$ cat config.mk
export PLATFORM = sky130hd
export DESIGN_NAME = ks_pipe_adder
export DESIGN_NICKNAME = d
export VERILOG_FILES = /design/src/rtl/ks_pkg.sv /design/src/rtl/ks_prefix_cell.sv /design/src/rtl/ks_pipe_adder.sv
export SDC_FILE = /design/constraint.sdc
export NUM_CORES = 1
export LEC_CHECK = 0
export CORE_ASPECT_RATIO = 0.5
export CORE_UTILIZATION = 40
export CTS_BUF_LIST = sky130_fd_sc_hd__clkbuf_8
export DETAILED_ROUTE_END_ITERATION = 10
export PLACE_DENSITY_LB_ADDON = 0.08
export SETUP_SLACK_MARGIN = 0.3
export SLEW_MARGIN = 20
export SYNTH_ARGS = -nofsm -noshare
export SYNTH_HDL_FRONTEND = slang
export SYNTH_SLANG_ARGS = --single-unit
$ cat constraint.sdc
create_clock -name clk -period 3.98 [get_ports clk]
set_input_delay 0.796 -clock clk [delete_from_list [all_inputs] [get_ports clk]]
set_output_delay 0.796 -clock clk [all_outputs]
set_load 0.01 [all_outputs]
$ cat src/rtl/ks_pkg.sv
// Shared sizing for the pipelined Kogge-Stone adder.
package ks_pkg;

    localparam int KS_WIDTH  = 16;
    localparam int KS_LEVELS = $clog2(KS_WIDTH);

    // P/G stage + one stage per prefix level + sum stage.
    function automatic int ks_lat(input int width);
        return $clog2(width) + 2;
    endfunction

endpackage

$ cat src/rtl/ks_prefix_cell.sv
// Kogge-Stone black cell: merges a high group with the group d bits below it.
module ks_prefix_cell (
    input  logic Gh,
    input  logic Ph,
    input  logic Gl,
    input  logic Pl,
    output logic Go,
    output logic Po
);

    assign Go = Gh | (Ph & Gl);
    assign Po = Ph & Pl;

endmodule

$ cat src/rtl/ks_pipe_adder.sv
// Fully pipelined Kogge-Stone adder with valid/ready streaming; a global stall
// freezes every stage while the output beat waits for its consumer.
module ks_pipe_adder
    import ks_pkg::*;
#(
    parameter int WIDTH = KS_WIDTH
) (
    input  logic             clk,
    input  logic             rst_n,
    input  logic             in_valid,
    output logic             in_ready,
    input  logic [WIDTH-1:0] a,
    input  logic [WIDTH-1:0] b,
    input  logic             cin,
    output logic             out_valid,
    input  logic             out_ready,
    output logic [WIDTH-1:0] sum,
    output logic             cout
);

    localparam int LEVELS = $clog2(WIDTH);
    localparam int LAT    = ks_lat(WIDTH);
    localparam int STAGES = LAT - 1;

    logic                          stall;
    logic [STAGES:0]               vld_pipe;
    logic [LEVELS:0][WIDTH-1:0]    g_q;
    logic [LEVELS:0][WIDTH-1:0]    p_q;
    logic [LEVELS:0]               c_q;
    logic [LEVELS-1:0][WIDTH-1:0]  pp_q;
    logic [LEVELS:1][WIDTH-1:0]    g_nx;
    logic [LEVELS-1:1][WIDTH-1:0]  pp_nx;
    logic [WIDTH-1:0]              g0;

    assign stall     = vld_pipe[STAGES] & ~out_ready;
    assign in_ready  = ~stall;
    assign out_valid = vld_pipe[STAGES];

    // Folding cin into G[0] makes every final G[i] the carry out of bit i.
    always_comb begin
        g0    = a & b;
        g0[0] = g0[0] | ((a[0] ^ b[0]) & cin);
    end

    genvar k, i;
    generate
        for (k = 1; k <= LEVELS; k++) begin : g_lvl
            localparam int D = 1 << (k - 1);
            for (i = 0; i < WIDTH; i++) begin : g_bit
                if (i >= D) begin : g_cell
                    logic go, po;
                    ks_prefix_cell u_cell (
                        .Gh (g_q[k-1][i]),
                        .Ph (pp_q[k-1][i]),
                        .Gl (g_q[k-1][i-D]),
                        .Pl (pp_q[k-1][i-D]),
                        .Go (go),
                        .Po (po)
                    );
                    assign g_nx[k][i] = go;
                    // The last level's group propagate has no consumer.
                    if (k < LEVELS) begin : g_pp
                        assign pp_nx[k][i] = po;
                    end else begin : g_pp_last
                        logic po_unused;
                        assign po_unused = po;
                    end
                end else begin : g_pass
                    assign g_nx[k][i] = g_q[k-1][i];
                    if (k < LEVELS) begin : g_pp
                        assign pp_nx[k][i] = pp_q[k-1][i];
                    end
                end
            end
        end
    endgenerate

    always_ff @(posedge clk or negedge rst_n) begin
        if (!rst_n) begin
            vld_pipe <= '0;
            g_q      <= '0;
            p_q      <= '0;
            c_q      <= '0;
            pp_q     <= '0;
            sum      <= '0;
            cout     <= 1'b0;
        end else if (!stall) begin
            vld_pipe <= {vld_pipe[STAGES-1:0], in_valid};
            g_q[0]   <= g0;
            pp_q[0]  <= a ^ b;
            p_q[0]   <= a ^ b;
            c_q[0]   <= cin;
            for (int n = 1; n <= LEVELS; n++) begin
                g_q[n] <= g_nx[n];
                p_q[n] <= p_q[n-1];
                c_q[n] <= c_q[n-1];
            end
            for (int n = 1; n < LEVELS; n++) begin
                pp_q[n] <= pp_nx[n];
            end
            sum  <= p_q[LEVELS] ^ {g_q[LEVELS][WIDTH-2:0], c_q[LEVELS]};
            cout <= g_q[LEVELS][WIDTH-1];
        end
    end

endmodule
* After elaboration in Yosys (flattened, before gate mapping)
Index checks and enable logic that the tools add are counted.
Word-level totals: word-level logic and storage cells 165, register bits 236
Cells by class: bitwise operators 148
Operators by type and width (count):
- 1-bit bitwise AND | 92
- 1-bit bitwise OR | 50
- 16-bit bitwise XOR | 2
- 16-bit bitwise AND | 1
- 1-bit inverter | 2
- 1-bit bitwise XOR | 1

* Longest topological paths before layout
word-level depth 3, gate-level depth with buffers 5

* Cells and area by module
Synthesis repeated with hierarchy kept, for this count alone.
Unflattened totals: cell total of the unflattened synthesis 625, area, all modules 10212.3 um2
Modules (own cells, without submodules):
- ks_pipe_adder | seq. area each 5830.6 um2, area each 9476.6 um2, instances 1, cells each 527
- ks_prefix_cell | seq. area each 0.0 um2, area each 15.0 um2, instances 49, cells each 2

* Least setup slack after synthesis
OpenSTA, ideal clock, no wires.
path kind in2out, from input port out_ready, to output port in_ready, cell stages on the path 4, data arrival time 1.292 ns, slack 1.892 ns, path through nor2b_2 -> inv_2 -> buf_4 -> buf_6
Between the ends: word-level cells in the longest chain between the ends 3
RTL lines:
- start: declaration | line ks_pipe_adder.sv:16 | input logic out_ready,
- 1-bit inverter | line ks_pipe_adder.sv:35 | assign stall = vld_pipe[STAGES] & ~out_ready;
- 1-bit bitwise AND | line ks_pipe_adder.sv:35
- 1-bit inverter | line ks_pipe_adder.sv:36 | assign in_ready = ~stall;
- end: declaration | line ks_pipe_adder.sv:11 | output logic in_ready,
Every way passes these cells.

* Final worst setup path
from register vld_pipe[5], to output port in_ready
Between the ends: word-level cells in the longest chain between the ends 2
RTL lines:
- start: declaration | line ks_pipe_adder.sv:26 | logic [STAGES:0] vld_pipe;
- start signal: assignment | line ks_pipe_adder.sv:88 | vld_pipe <= {vld_pipe[STAGES-1:0], in_valid};
- 1-bit bitwise AND | line ks_pipe_adder.sv:35
- 1-bit inverter | line ks_pipe_adder.sv:36
Every way passes these cells.

==> results.json <==
{
  "dieArea_mm2": 0.0234,
  "hold_viol_final": 0,
  "cts_htree_levels": 2,
  "wirelength_um": 18600,
  "holdCritPathClass": "primary input to asynchronous set/reset pin",
  "clk_pin_slew_ns": 0.06,
  "crit_type": "register to output port",
  "avgSynthCellArea_um2": 13.3,
  "rows": 38,
  "areaGrowthSynthToFinish_pct": 15.6,
  "async_flop_share_pct": 100,
  "power.density_mw_per_mm2": 733,
  "clock_latency_ns": 0.53,
  "ioPinCount": 56,
  "period_needed_ns": 2.53,
  "die_height_um": 109,
  "status": "completed",
  "cts.path.max_buffers": 3,
  "worst_pin_slew_ns": 0.929,
  "relSlewSlack_pct": 38.1,
  "r2r_slack_ns": 2.10,
  "cts_tree": "yes",
  "synth_nets": 741,
  "finalNetCount": 798,
  "finalSetupViolCount": 0,
  "cp.arrival_ns": 1.73,
  "hold_buffers": 0,
  "synth_seq_cells": 222,
  "drc": 0,
  "cts_inserted_buffers": 35,
  "post-route-period-util_pct": 63.5,
  "cts_root_buf": "clkbuf_8",
  "place_hpwl_um": 11200,
  "start_util_pct": 41.4,
  "yosys_warnings": 0,
  "syn_area_mm2": 0.00912,
  "finalSetupTns_ns": 0,
  "ys_types": 17,
  "num-fill-cells": 2041,
  "firstDrtPassIters": 6,
  "cp_num_buf_inv": 2,
  "crit_start": "vld_pipe[5]",
  "critPathMaxStageDelay_ns": 0.53,
  "yosysMostFrequentCell": "dfrtp_1",
  "drt_iter0_markers": 380,
  "path_cells": "nor2b_4, inv_2, clkdlybuf4s50_1",
  "synth_top_area_cell": "dfrtp_1",
  "synth-edff-count": 0,
  "overflow": 0,
  "post_cts_resized": 0,
  "port_buffers": 55,
  "viasPerCell": 5.12,
  "track_usage_pct": 16.6,
  "crit_family": "buffers and inverters",
  "ys_seq_area_share_pct": 60.9,
  "diodes": 0,
  "end_kind": "output port",
  "r2r-start": "vld_pipe[5]",
  "place_congestion": 0.716,
  "vias": 5458,
  "synth_ff_type": "dfrtp_1",
  "drive_gt1_share_pct": 17.0,
  "antenna_left": 0,
  "fmax_mhz": 396,
  "yosys-top-cells-count": "dfrtp_1 (222), nand3b_1 (84), o21ai_0 (84)",
  "critPathMaxFanout": 6,
  "r2r_cells": 4,
  "synth_cells": 688,
  "cp.required_ns": 3.18,
  "antenna_found_initial": 0,
  "skew_ns": 0.0268,
  "p_leak_nw": 4.50,
  "max-vdd-ir-drop_mv": 0.411,
  "grt_start_max_net_pins": 165,
  "wl_per_cell_um": 17.4,
  "pre_cts_ws_ns": 1.61,
  "critical_path_depth": 3,
  "grt_pass1_wl_um": 30400,
  "cpMaxStageDelayCell": "clkdlybuf4s50_1",
  "coreArea_mm2": 0.0220,
  "worstSetupEndpoint": "in_ready",
  "final-max-slew-violation-count": 0,
  "netlist.area_leader.share_pct": 60.9,
  "worstReg2RegEnd": "vld_pipe[3]",
  "fin_ws_ns": 1.45,
  "startpoint_type": "register",
  "first_global_vias": 5436,
  "synth_area_leaders": "dfrtp_1 (61%), mux2_2 (9.0%), mux2_1 (7.9%)",
  "cts_setup_buffers": 0,
  "rsz0062_at_grt": "no",
  "numClockSinks": 222,
  "maxCapViolCount": 0,
  "chipWidth_um": 216
}
## metal layers
metal	track usage, %	share of wire, %	up-vias
met2	22.8	41	104
met3	3.60	4.8	36
met5	0	0	-
li1	-	-	2556
met1	25.8	53	2762
met4	4.86	1.8	0
## layout make-up
class	count	area [µm²]	area share, %
sequential	222	5560	52.7
tap	300	375	3.56
inverter	1	3.75	0.0356
multi-input combinational	423	3330	31.6
clock buffer	41	564	5.35
timing repair buffer	62	641	6.08
clock inverter	16	67.6	0.641
## worst register-to-register path: cells and delay by family, from the launching register on
kind / cells / cell delay [ns]
buf+inv: 2 / 0.69
mux: 1 / 0.42
flops: 1 / 0.48
simple gates: 1 / 0.17
## report_power, final
group	switching (mW)	leakage [nW]	internal, mW
clock network	0.866	0.371	0.930
registers	0.726	2.73	3.22
logic	0.913	1.40	1.07
total	2.50	4.50	5.22
## sequential cells by signal, summed over array words and instances, names as in the netlist
| signal | count |
|---|---|
| sum | 16 |
| cout | 1 |
| g_q | 65 |
| p_q | 64 |
| c_q | 5 |
| pp_nx | 1 |
| g_nx | 15 |
| vld_pipe | 6 |
| pp_q | 49 |
## logic make-up (layout without fill, tap and decap cells)
kind of cell	Yosys count	after routing	share of synthesized area, %
flip-flops	222	222	60.9
AO/OA/AOI/OAI	134	134	7.35
multiplexers	137	137	16.9
adder cells (fa/ha/maj)	16	16	2.20
AND/OR/NAND/NOR	120	120	8.48
XOR/XNOR	16	16	1.54
buffers and inverters	43	120	2.59
## stage by stage
stage / power [mW] / hold slack (ns) / utilization, % / cell area, µm² / std cells
after detailed placement: 6.02 / 0.451 / 45.0 / 9910 / 1008
after global placement: 5.95 / 0.445 / 45.0 / 9910 / 1008
after global routing: 8.28 / 0.353 / 47.9 / 10500 / 1065
final: 7.73 / 0.277 / 47.9 / 10500 / 1065
after floorplan: 5.18 / 0.430 / - / 9120 / 688
after CTS: 7.86 / 0.308 / 47.9 / 10500 / 1065
## cell usage in the layout, fill, tap and decap left out, types with 16 or more instances in the layout
master / count
nand3b_1: 84
mux2_2: 73
clkbuf_8: 41
mux2_1: 64
a21oi_1: 50
o21ai_0: 84
dfrtp_1: 221
ha_1: 16
xor2_1: 16
nand2_1: 34
clkdlybuf4s50_1: 53
## how the worst min path moves through the flow
stage / startpoint / to / cells after the start
after detailed placement: vld_pipe[4] / vld_pipe[5] / 1
after floorplan: vld_pipe[4] / vld_pipe[5] / 1
after global routing: rst_n / pp_q[15] / 1
final: rst_n / pp_q[15] / 1
after global placement: vld_pipe[4] / vld_pipe[5] / 1
after CTS: rst_n / sum[15] / 1
Power figures use the tool's default switching activity.
